===== config.mk =====
export PLATFORM = sky130hd
export DESIGN_NAME = freq_divider
export DESIGN_NICKNAME = d
export VERILOG_FILES = /design/src/rtl/freq_divider.sv
export SDC_FILE = /design/constraint.sdc
export NUM_CORES = 1
export LEC_CHECK = 0
export CORE_AREA = 2 2 39 41
export DETAILED_ROUTE_END_ITERATION = 12
export DIE_AREA = 0 0 41 43
export SLEW_MARGIN = 20
export SYNTH_ARGS = -nofsm -noshare
export SYNTH_HDL_FRONTEND = slang
export SYNTH_SLANG_ARGS = --single-unit

===== constraint.sdc =====
create_clock -name clk -period 2.8 [get_ports clk]
set_input_delay 0.28 -clock clk [delete_from_list [all_inputs] [get_ports clk]]
set_output_delay 0.28 -clock clk [all_outputs]
set_load 0.005 [all_outputs]

===== src/rtl/freq_divider.sv =====
// freq_divider: free-running N-bit counter producing a 2^N divided clock.
// clk256 is the counter MSB flop; tick flags the all-ones count.
module freq_divider #(
  parameter int N = 8
) (
  input  logic         clk,
  input  logic         reset,
  output logic         clk256,
  output logic [N-1:0] count,
  output logic         tick
);

  logic [N-1:0] cnt_q;

  always_ff @(posedge clk) begin
    if (reset) begin
      cnt_q <= '0;
    end else begin
      cnt_q <= cnt_q + N'(1);
    end
  end

  // MSB taken straight from the register so the divided clock cannot glitch
  assign clk256 = cnt_q[N-1];
  assign count  = cnt_q;
  assign tick   = &cnt_q;

endmodule


==> results of run 1 <==
## critical path: stages (launching register included)
cell,delay [ps]
dfxtp_1,370
ha_1,250
nand3_1,90
nor2_1,110
clkdlybuf4s50_1,500
## synth_stat cells, types with 2 or more instances
cell type | number | area [um^2]
xor2_1 | 2 | 17.5
or3_1 | 3 | 18.8
nand3_1 | 4 | 20.0
o21ai_0 | 3 | 15.0
a21oi_1 | 3 | 15.0
nand2_1 | 2 | 7.51
nor2_1 | 5 | 18.8
dfxtp_1 | 8 | 160
## routing by layer
| layer | vias up | share of wire [%] |
|---|---|---|
| li1 | 148 | - |
| met1 | 126 | 49 |
| met2 | 8 | 45 |
| met3 | 2 | 4.9 |
| met4 | 0 | 0.63 |
| met5 | - | 0 |
## worst min-delay path by stage
stage,start,endpoint,slack (ps)
after floorplan,count[0],count[0],440
after global placement,count[0],count[0],440
after detailed placement,count[0],count[0],460
after CTS,count[0],count[0],480
after global routing,count[0],count[0],490
final,count[0],count[0],470
## metrics by stage
stage	instance area, um^2	worst slack, ps	power [mW]	std cells
detailed placement	443	1220	0.140	61
global placement	443	1220	0.140	61
CTS	465	937	0.228	64
global route	465	858	0.239	64
floorplan	324	1660	0.131	36
finish	465	952	0.222	64
## area by class of cell
class	count	area, um^2	area share, %
clock buffers	3	22.5	4.84
repair buffers	11	110	23.7
flip-flops and latches	8	160	34.4
multi-input cells	26	153	32.8
well taps	16	20.0	4.30
## power by group
group          total, mW  leakage (nW)  switching, mW  internal [mW]
Clock             0.0848        0.0138         0.0359         0.0488
Sequential         0.122        0.0651        0.00389          0.118
Combinational     0.0161        0.0834        0.00571         0.0104
## cells by family after synthesis
group / count (synthesis)
compound gates: 6
simple gates: 16
xor+xnor: 3
buf+inv: 2
fa+ha+maj: 1
flops: 8
==> summary.md, run 1 <==
| Metric | Value |
|---|---|
| R2r setup slk | between 1500 and 2000 ps |
| Drt initial violations | 9 |
| Number of cells on the worst hold path | 1 |
| Max-slew violation count | 0 |
| Routed wire length | around 630 um |
| Core Util, Final | between 30 and 40% |
| Reg2Reg Launch Point | count[0] |
| Power Density | between 400 and 500 nW/um^2 |
| Hold WC Path Type | flip-flop to flip-flop |
| Run status | finished, final reports clean |
| Clk_lat worst skew | between 200 and 300 ps |
| Boundary Pins | 12 |
| Met1 usage | roughly a tenth |
| Slew @ Worst Pin | 273 ps |
| Synth Area in XOR/XNOR | under 10% |
| Met3 usage | ~3.1% |
| Routed WL per cell | ~9.9 um |
| Ys async rst share | 0% |
| # diodes | 0 |
| Setup Viol. Count Final | 0 |
| Crit end category | output port |
| Post-Route Skew | 3.18 ps |
| Leak | approximately 0.16 nW |
| Synthesized Nets | 39 |
| # H-tree levels | 1 |
| First-pass GRT wire length | a little over 900 um |
| Routed Antenna Nets | 0 |
| Post-Synth Simple-Gate Area | between 20% and 30% |
| Setup TNS | 0 ps |
| Crit path DAT | ~1600 ps |
| Clock transition at the registers of the reported paths | 50 ps |
| Die outline area | between 1500 and 2000 um^2 |
| Maximum root-to-sink buffer count | 2 |
| Rows | 14 |
| Fraction of layout cells with a size suffix above 1 | roughly 8.3% |
| Worst hold slack | 468 ps |
| Final hold vios | 0 |
| Die Span Y | between 40 and 50 um |
| Mean area per synthesized cell | about 9.0 um^2 |
| Commonest non-fill, non-tap cell in the layout | clkdlybuf4s50_1 |
| Post-synth EDFFs | 0 |
| Sink Count | 8 |
| Data required time at the worst endpoint | roughly 2500 ps |
| Area grow syn2layout | 43.6% |
| Initial Util | between 20% and 30% |
| First-pass DRT Iterations | 4 |
| Worst VDD drop | 0.207 mV |
| Synth Warn # | 0 |
| FF+latch count, synth | 8 |
| Worst setup endpoint | tick |
| Yosys cell types | 14 |
| Worst setup startpoint | count[0] |
| Top_reg_cell synth | dfxtp_1 |
| Synth Instances | 36 |
| Via density per instance | 4.44 |
| Initial antenna violation count | 0 |
| Busiest grt layer | met1 |
| Area of the mapped netlist | about 320 um^2 |
| Final nets | 53 |
| Fmax | around 540 MHz |
| Routability cong. | 0.727 |
| # port buffers | 11 |
| Worst r2r dst | count[6] |
| Clock root buffer | clkbuf_4 |
| Worst setup SP type | flip-flop |
| Number of max-cap violations | 0 |
| Number of global-route vias before repair | between 200 and 250 |
| Post-CTS Setup Bufs | 0 |
| GRT Resource Usage Total | around 8.5% |
| Num CTS Buffers | 3 |
| Critical-path maximum fanout | 4 |
| Adder-cell share of the synthesized area | 3.86% |
| Mux contribution to synthesized area | 0% |
| Total gr overflow | 0 |
| Seq/Total Area, Yosys | roughly half |
| R2R depth | 4 |
| Largest net degree at the start of global routing | 9 |
| RSZ-0062 raised after global routing | no |
| Core ar. | 1380 um^2 |
| Max FFs per register | 8 |
| Headroom to the max-slew limit | around 82% |
| Remaining routing DRC violations | 0 |
| Routed vias | 284 |
| CP Class | flip-flop to output port |
| CTS Hold Bufs | 0 |
| Met2 global-route usage | around a tenth |
| Fill cell count | about 150 |
| Synth Area in Compound Gates | 9.27% |
| Largest family of logic cells by synthesized area | simple AND/OR/NAND/NOR gates |
| Most frequent cells in the layout | clkdlybuf4s50_1, dfxtp_1, nor2_1 |
| TritonCTS clock tree | done |
| Die width | 41 um |
| Minimum clock period | approximately 1800 ps |
| Period utilization | 66.0% |
| CTS resizes | 0 |
No activity file was read; power rests on OpenSTA's default activity.
==> run 2, diff against run 1 <==
clock period = 1.5 ns   (was 2.8 ns; I/O delays follow)
==> summary.md, run 2 (same netlist as run 1, synthesis figures left out) <==
| Metric | Value |
|---|---|
| Crit path DAT | 1230 ps |
| Boundary Pins | 12 |
| Core Util, Final | 34.8% |
| Initial antenna violation count | 0 |
| Setup Viol. Count Final | 0 |
| Period utilization | 92.0% |
| # port buffers | 11 |
| Routed WL per cell | roughly 9.5 um |
| Commonest non-fill, non-tap cell in the layout | clkdlybuf4s50_1 |
| Drt initial violations | 2 |
| Worst VDD drop | approximately 0.34 mV |
| Net Sw Frac | between 20% and 30% |
| Die Span Y | about 43 um |
| Critical-path maximum fanout | 5 |
| Rows | 14 |
| Routed wire length | around 630 um |
| Leak | approximately 0.18 nW |
| Total gr overflow | 0 |
| Number of global-route vias before repair | 249 |
| Dpl cells | between 60 and 70 |
| Via density per instance | 4.48 |
| Most frequent cells in the layout | clkdlybuf4s50_1, dfxtp_1, nor2_1 |
| Metal3 WL | between 40 and 50 um |
| GRT Resource Usage Total | about a tenth |
| Run status | finished, final reports clean |
| Sw Pwr | 0.0896 mW |
| Layout Cells excl Fill | 66 |
| Routability cong. | approximately 0.72 |
| Detail Placement HPWL | between 400 and 500 um |
| Num CTS Buffers | 3 |
| Maximum root-to-sink buffer count | 2 |
| # diodes | 0 |
| Die outline area | roughly 1800 um^2 |
| Top Metal Used | met4 |
| CTS Hold Bufs | 0 |
| Wl on met1 | between 200 and 300 um |
| Fill cell count | between 150 and 200 |
| Setup TNS | 0 ps |
| Flop pwr share | a little over half |
| Setup WS post-layout | about 120 ps |
| Fraction of layout cells with a size suffix above 1 | 16.0% |
| Internal power | approximately 0.33 mW |
| RSZ-0062 raised after global routing | no |
| Slew @ Worst Pin | roughly 290 ps |
| Data required time at the worst endpoint | between 1000 and 1500 ps |
| Power Density | just under 900 nW/um^2 |
| Max-slew violation count | 0 |
| Initial Util | approximately a quarter |
| Combinational share of power | just under 8% |
| Clock transition at the registers of the reported paths | 50 ps |
| Post-Route Skew | between 1.5 and 2 ps |
| Headroom to the max-slew limit | between 80% and 90% |
| Clk_lat worst skew | roughly 250 ps |
| Fmax | 725 MHz |
| Wire length on met2 | a little under 300 um |
| Remaining routing DRC violations | 0 |
| Max FFs per register | 8 |
| TritonCTS clock tree | done |
| CP Class | flip-flop to output port |
| Final hold vios | 0 |
| Routed vias | between 200 and 300 |
| Hold WC Path Type | flip-flop to flip-flop |
| Crit end category | output port |
| # H-tree levels | 1 |
| Worst hold slack | approximately 430 ps |
| Clock power frac | between 30% and 40% |
| Number of max-cap violations | 0 |
| Worst setup SP type | flip-flop |
| Sink Count | 8 |
| Clock root buffer | clkbuf_4 |
| Largest net degree at the start of global routing | 9 |
| First-pass DRT Iterations | 2 |
| Die width | 41 um |
| Core ar. | between 1000 and 1500 um^2 |
| Final nets | 55 |
| Routed Antenna Nets | 0 |
| Minimum clock period | 1380 ps |
| Pre-CTS setup slack | between 100 and 150 ps |
| First-pass GRT wire length | roughly 1.1 mm |
| Area grow syn2layout | 48.6% |
==> run 2: cell types whose count changed in the layout (fill, tap and decap cells not counted), sizes merged <==
cell,change
clkdlybuf4s50,-1
dlygate4sd2,+1
buf,+2
==> run 2: final timing paths <==
kind | start | end | slack (ps) | depth (start not counted)
min reg2reg | count[0] | count[0] | 430 | 1
min | count[0] | count[0] | 430 | 1
max | count[3] | count[3] | 120 | 2
max reg2reg | count[0] | count[6] | 290 | 5
==> run 2: stage by stage <==
step / power (mW) / instance area, um^2
6_report: 0.423 / 482
4_1_cts: 0.437 / 482
3_3_place_gp: 0.264 / 458
3_5_place_dp: 0.264 / 458
2_1_floorplan: 0.244 / 324
5_1_grt: 0.452 / 482
==> run 2: layout make-up <==
cell class	instances	area (um^2)	share of cell area, %
well taps	16	20.0	4.16
multi-input cells	26	153	31.7
repair buffers	13	124	25.7
flip-flops and latches	8	163	33.8
clock buffers	3	22.5	4.68
==> run 2: power groups by stage <==
stage	clock [mW]	combinational, mW	sequential, mW
2_1_floorplan	0	0.0125	0.231
3_3_place_gp	0	0.0329	0.231
3_5_place_dp	0	0.0328	0.231
4_1_cts	0.176	0.0331	0.228
5_1_grt	0.188	0.0349	0.229
6_report	0.163	0.0325	0.228
==> run 2: repair_timing <==
action	CTS	global route
setup buffers	0	0
endpoints found under the setup margin	1	0
resized for setup	3	0
==> run 2: critical path, stage by stage, from the launching register on <==
cell and delay (ps):
dfxtp_1 340, buf_4 140, clkdlybuf4s50_1 500
==> run 2: per-layer routing <==
metal	vias up	GRT usage, %
met5	-	0
met4	0	10.0
met3	2	4.71
met2	8	11.3
met1	134	12.0
li1	152	-
==> edit 1, RTL diff (settings of run 2) <==
Register the output `count` once more, with the module's reset; this adds one clock of latency there. The other outputs are not delayed to match.
--- a/src/rtl/freq_divider.sv
+++ b/src/rtl/freq_divider.sv
@@ -23,5 +23,11 @@
   // MSB taken straight from the register so the divided clock cannot glitch
   assign clk256 = cnt_q[N-1];
-  assign count  = cnt_q;
+  always_ff @(posedge clk) begin
+    if (reset) begin
+      count <= '0;
+    end else begin
+      count <= cnt_q;
+    end
+  end
   assign tick   = &cnt_q;
 
Check against the original RTL: not equivalent (a bounded check fails within 4 cycles, from zero or initial values and one cycle with reset high).
==> edit 1 against run 2 <==
Sequential cell count rose by 8; register-to-register slack improved by 60 ps; final area rose by 65%; cell count rose by 33%; worst setup slack improved by 29 ps; power rose by 81%; synthesized cell count rose by 36%; area after synthesis rose by 72%; wire length rose by 41%; highest routed layer unchanged.
==> edit 1: results (changes against run 2) <==
* Synth top area cells: dfxtp_1 58%, nor2b_1 10%, mux2_4 8.1% (was dfxtp_1 49%, nand3_1 6.2%, nor2_1 5.8%)
* Sequential share of the synthesized area at 57.5% (was 49.4%)
* Leak at 0.346 nW (was 0.178 nW)
* Placed cells at 80 (was 63)
* Sequential share of power at 57.5% (was 53.9%)
* Seq/total area at 41.3% (was 33.8%)
* Compound-gate portion of the synthesized area at 0% (was 9.27%)
* DR vias/cell at 4.53 (was 4.48)
* ClkCell Share at 4.57% (was 4.68%)
* Clk pin slew, worst setup/hold paths at 90 ps (was 50 ps)
* #MultiIn Comb at 32 (was 26)
* Clk_skew at 1.97 ps (was 1.56 ps)
* Post-synthesis mux area share at 8.09% (was 0%)
* Hold_ws at 515 ps (was 431 ps)
* Global-route wire length before repair at 1.66 mm (was 1.07 mm)
* Signal buffers at 20 (was 13)
* DRT iter0 DRCs at 3 (was 2)
* Most frequent cells after synthesis: 16 x dfxtp_1, 9 x nor2b_1, 7 x nor2_1 (was 8 x dfxtp_1, 5 x nor2_1, 4 x nand3_1)
* RR Startpoint: cnt_q[0] (was count[0])
* WP data arrival at 1200 ps (was 1230 ps)
* Peak supply drop at 635 uV (was 339 uV)
* Clock buffers at 4 (was 3)
* R2R Path End: cnt_q[6] (was count[6])
* Worst R2R Path Depth at 4 (was 5)
* Syn Area/Cell at 11.4 sq um (was 9.00 sq um)
* Status: completed (unchanged)
* Slowest cell on crit path: dfxtp_2 (was clkdlybuf4s50_1)
* Layout cells sized above 1 at 34.7% (was 16.0%)
* Number of global-route vias before repair at 389 (was 249)
* Net Sw Power at 153 uW (was 89.6 uW)
* Non-clk buf share at 22.2% (was 25.7%)
* P&R area growth vs syn at 42.5% (was 48.6%)
* Internal reg-to-reg setup slack at 350 ps (was 290 ps)
* Worst Hold Path EP: count[6] (was count[0])
* Slowest stage delay, CP at 340 ps (was 500 ps)
* WL final at 890 um (was 630 um)
* Drt first pass iters at 4 (was 2)
* Fin crit share at 90.1% (was 92.0%)
-- edit 1: timing repair --
action / 4_1_cts / 5_1_grt
resized for setup: 7 / 0
setup buffers: 4 / 0
endpoints found under the setup margin: 1 / 0
-- edit 1: layer usage --
metal / vias to the layer above / global-route usage, % / part of all wire [%] / wire [um]
met2: 9 / 19.1 / 48 / 423
met3: 2 / 7.85 / 3.6 / 32
li1: 208 / - / - / -
met5: - / 0 / 0 / 0
met4: 0 / 8.00 / 0.79 / 7
met1: 180 / 18.5 / 48 / 426
-- edit 1: worst max path at each step --
stage | startpoint | endpoint
finish | cnt_q[7] | tick
global route | cnt_q[7] | tick
CTS | cnt_q[7] | tick
floorplan | cnt_q[0] | cnt_q[6]
detailed placement | cnt_q[3] | tick
global placement | cnt_q[3] | tick
-- edit 1: worst reg2reg max path: stages (launching register included) --
cell     delay [ps]
dfxtp_1         320
ha_1            210
buf_4           150
nand3_2          70
mux2_4          290
==> edit 2, RTL diff (config.mk and constraints of run 2) <==
Made on the original files. Set the parameter `N` to 16 (it was 8).
--- a/src/rtl/freq_divider.sv
+++ b/src/rtl/freq_divider.sv
@@ -2,5 +2,5 @@
 // clk256 is the counter MSB flop; tick flags the all-ones count.
 module freq_divider #(
-  parameter int N = 8
+  parameter int N = 16
 ) (
   input  logic         clk,
Interface: changed (resized count); port bits go from 12 to 20. No check against the original RTL was run, so the function may have changed too.
==> edit 2 against run 2 <==
Sequential cell count rose by 8; worst setup slack worse by 110 ps; hold slack improved by 130 ps; wire length grew to 2.6 times the old value; non-clock buffer count rose by 27; combinational power is 91% higher; area after synthesis rose by 130%; clock skew hardly changed; final area increased by 130%; power rose by 71%; critical path type unchanged; critical endpoint is now count[4]; highest routed layer unchanged.
==> edit 2: results (changes against run 2) <==
* Status: completed (unchanged)
* # fillers at 87 (was 158)
* Synth warn at 0 (unchanged)
* Worst Hold Class: reg -> reg (unchanged)
* DRT iter0 DRCs at 7 (was 2)
* Clk pin slew, worst setup/hold paths at 90 ps (was 50 ps)
* Nets at 126 (was 55)
* Drt first pass iters at 4 (was 2)
* Number of global-route vias before repair at 624 (was 249)
* Max reg flops at 16 (was 8)
* Sequential share of the synthesized area at 43.6% (was 49.4%)
* WL final at 1.66 mm (was 630 um)
* Met2 Use GR at 35.6% (was 11.3%)
* Most frequent cells after synthesis: 18 x nor2_1, 16 x dfxtp_1, 10 x xnor2_1 (was 8 x dfxtp_1, 5 x nor2_1, 4 x nand3_1)
* Routability-driven placement congestion ratio at 0.693 (was 0.723)
* Largest net degree at the start of global routing at 12 (was 9)
* CTS HTree Levels at 1 (unchanged)
* WP data arrival at 1340 ps (was 1230 ps)
* Global Route met3 Usage at 3.14% (was 4.71%)
* CP Max Fanout at 4 (was 5)
* Top Layer Used: met4 (unchanged)
* Syn_nets at 84 (was 39)
* Placed wire-length estimate at 1.22 mm (was 472 um)
* Wire length on met1 at 652 um (was 286 um)
* Layout cells sized above 1 at 29.8% (was 16.0%)
* Leak at 0.439 nW (was 0.178 nW)
* Port buffer count at 19 (was 11)
* Slew margin rel. at 81.9% (was 80.8%)
* Yosys cell types at 22 (was 14)
* Peak supply drop at 517 uV (was 339 uV)
* Met1 usage in global routing at 24.6% (was 12.0%)
* Pre-CTS setup slack at -153 ps (was 134 ps)
* Placed cell areas at 1070 sq um (was 458 sq um)
* Cts bufs inserted at 3 (unchanged)
* CTS Root Cell: clkbuf_4 (unchanged)
* Global-route wire length before repair at 2.51 mm (was 1.07 mm)
* Drt wl/cell at 12.1 um (was 9.55 um)
* Clk_skew at 1.18 ps (was 1.56 ps)
* Detail Route met3 WL at 62 um (was 45 um)
* Synth top area cells: dfxtp_1 44%, xnor2_1 12%, nor2_1 9.2% (was dfxtp_1 49%, nand3_1 6.2%, nor2_1 5.8%)
* Metal2 WL at 889 um (was 293 um)
* Total GRT Usage at 21.8% (was 9.76%)
* Syn Area/Cell at 9.07 sq um (was 9.00 sq um)
* Vias post-DR at 698 (was 296)
* Clk_lat worst skew at 280 ps (was 250 ps)
==> edit 2: cell types whose count changed after synthesis, moves of 3 or more <==
cell / change
dfxtp_1: +8
inv_1: +3
xnor2_1: +9
nor3_1: +5
nor2_1: +13
==> edit 2: worst max-delay path, delay by kind of cell (launching register included) <==
family / cells / cell delay (ps)
buf+inv: 2 / 650
flops: 1 / 400
==> edit 2: worst paths after layout <==
check | startpoint | to | slack, ps | depth (start not counted)
worst max-delay path | count[4] | count[4] | 8 | 2
worst min-delay path | count[13] | count[13] | 560 | 2
worst max register to register | count[4] | count[15] | 80 | 5
worst min register to register | count[13] | count[13] | 560 | 2
==> edit 2: cells by family (layout without fill, tap and decap cells) <==
| logic type | after synthesis | in the layout | share of synthesized area, % |
|---|---|---|---|
| flip-flops | 16 | 16 | 43.6 |
| buffers and inverters | 6 | 46 | 3.58 |
| AND/OR/NAND/NOR | 43 | 43 | 33.4 |
| AO/OA/AOI/OAI | 2 | 2 | 1.36 |
| multiplexers | 1 | 1 | 2.04 |
| adder cells (fa/ha/maj) | 1 | 1 | 1.70 |
| XOR/XNOR | 12 | 12 | 14.3 |
==> edit 2: repair_timing <==
action | 4_1_cts | 5_1_grt
pin swaps | 2 | 0
setup endpoints to repair | 2 | 1
setup buffers | 2 | 0
resized for setup | 10 | 1
==> edit 2: area by class of cell <==
type	instances	area, sq um	share of cell area (%)
multi-input cells	59	408	36.1
repair buffers	40	343	30.3
flip-flops and latches	16	325	28.8
clock buffers	3	22.5	1.99
well taps	16	20.0	1.77
inverters	3	11.3	0.997
==> edit 2: where the power goes <==
group / internal [mW] / leakage [nW] / switching, mW / total, mW
Sequential: 0.433 / 0.131 / 0.00750 / 0.440
Clock: 0.0932 / 0.0138 / 0.126 / 0.219
Combinational: 0.0351 / 0.294 / 0.0270 / 0.0621
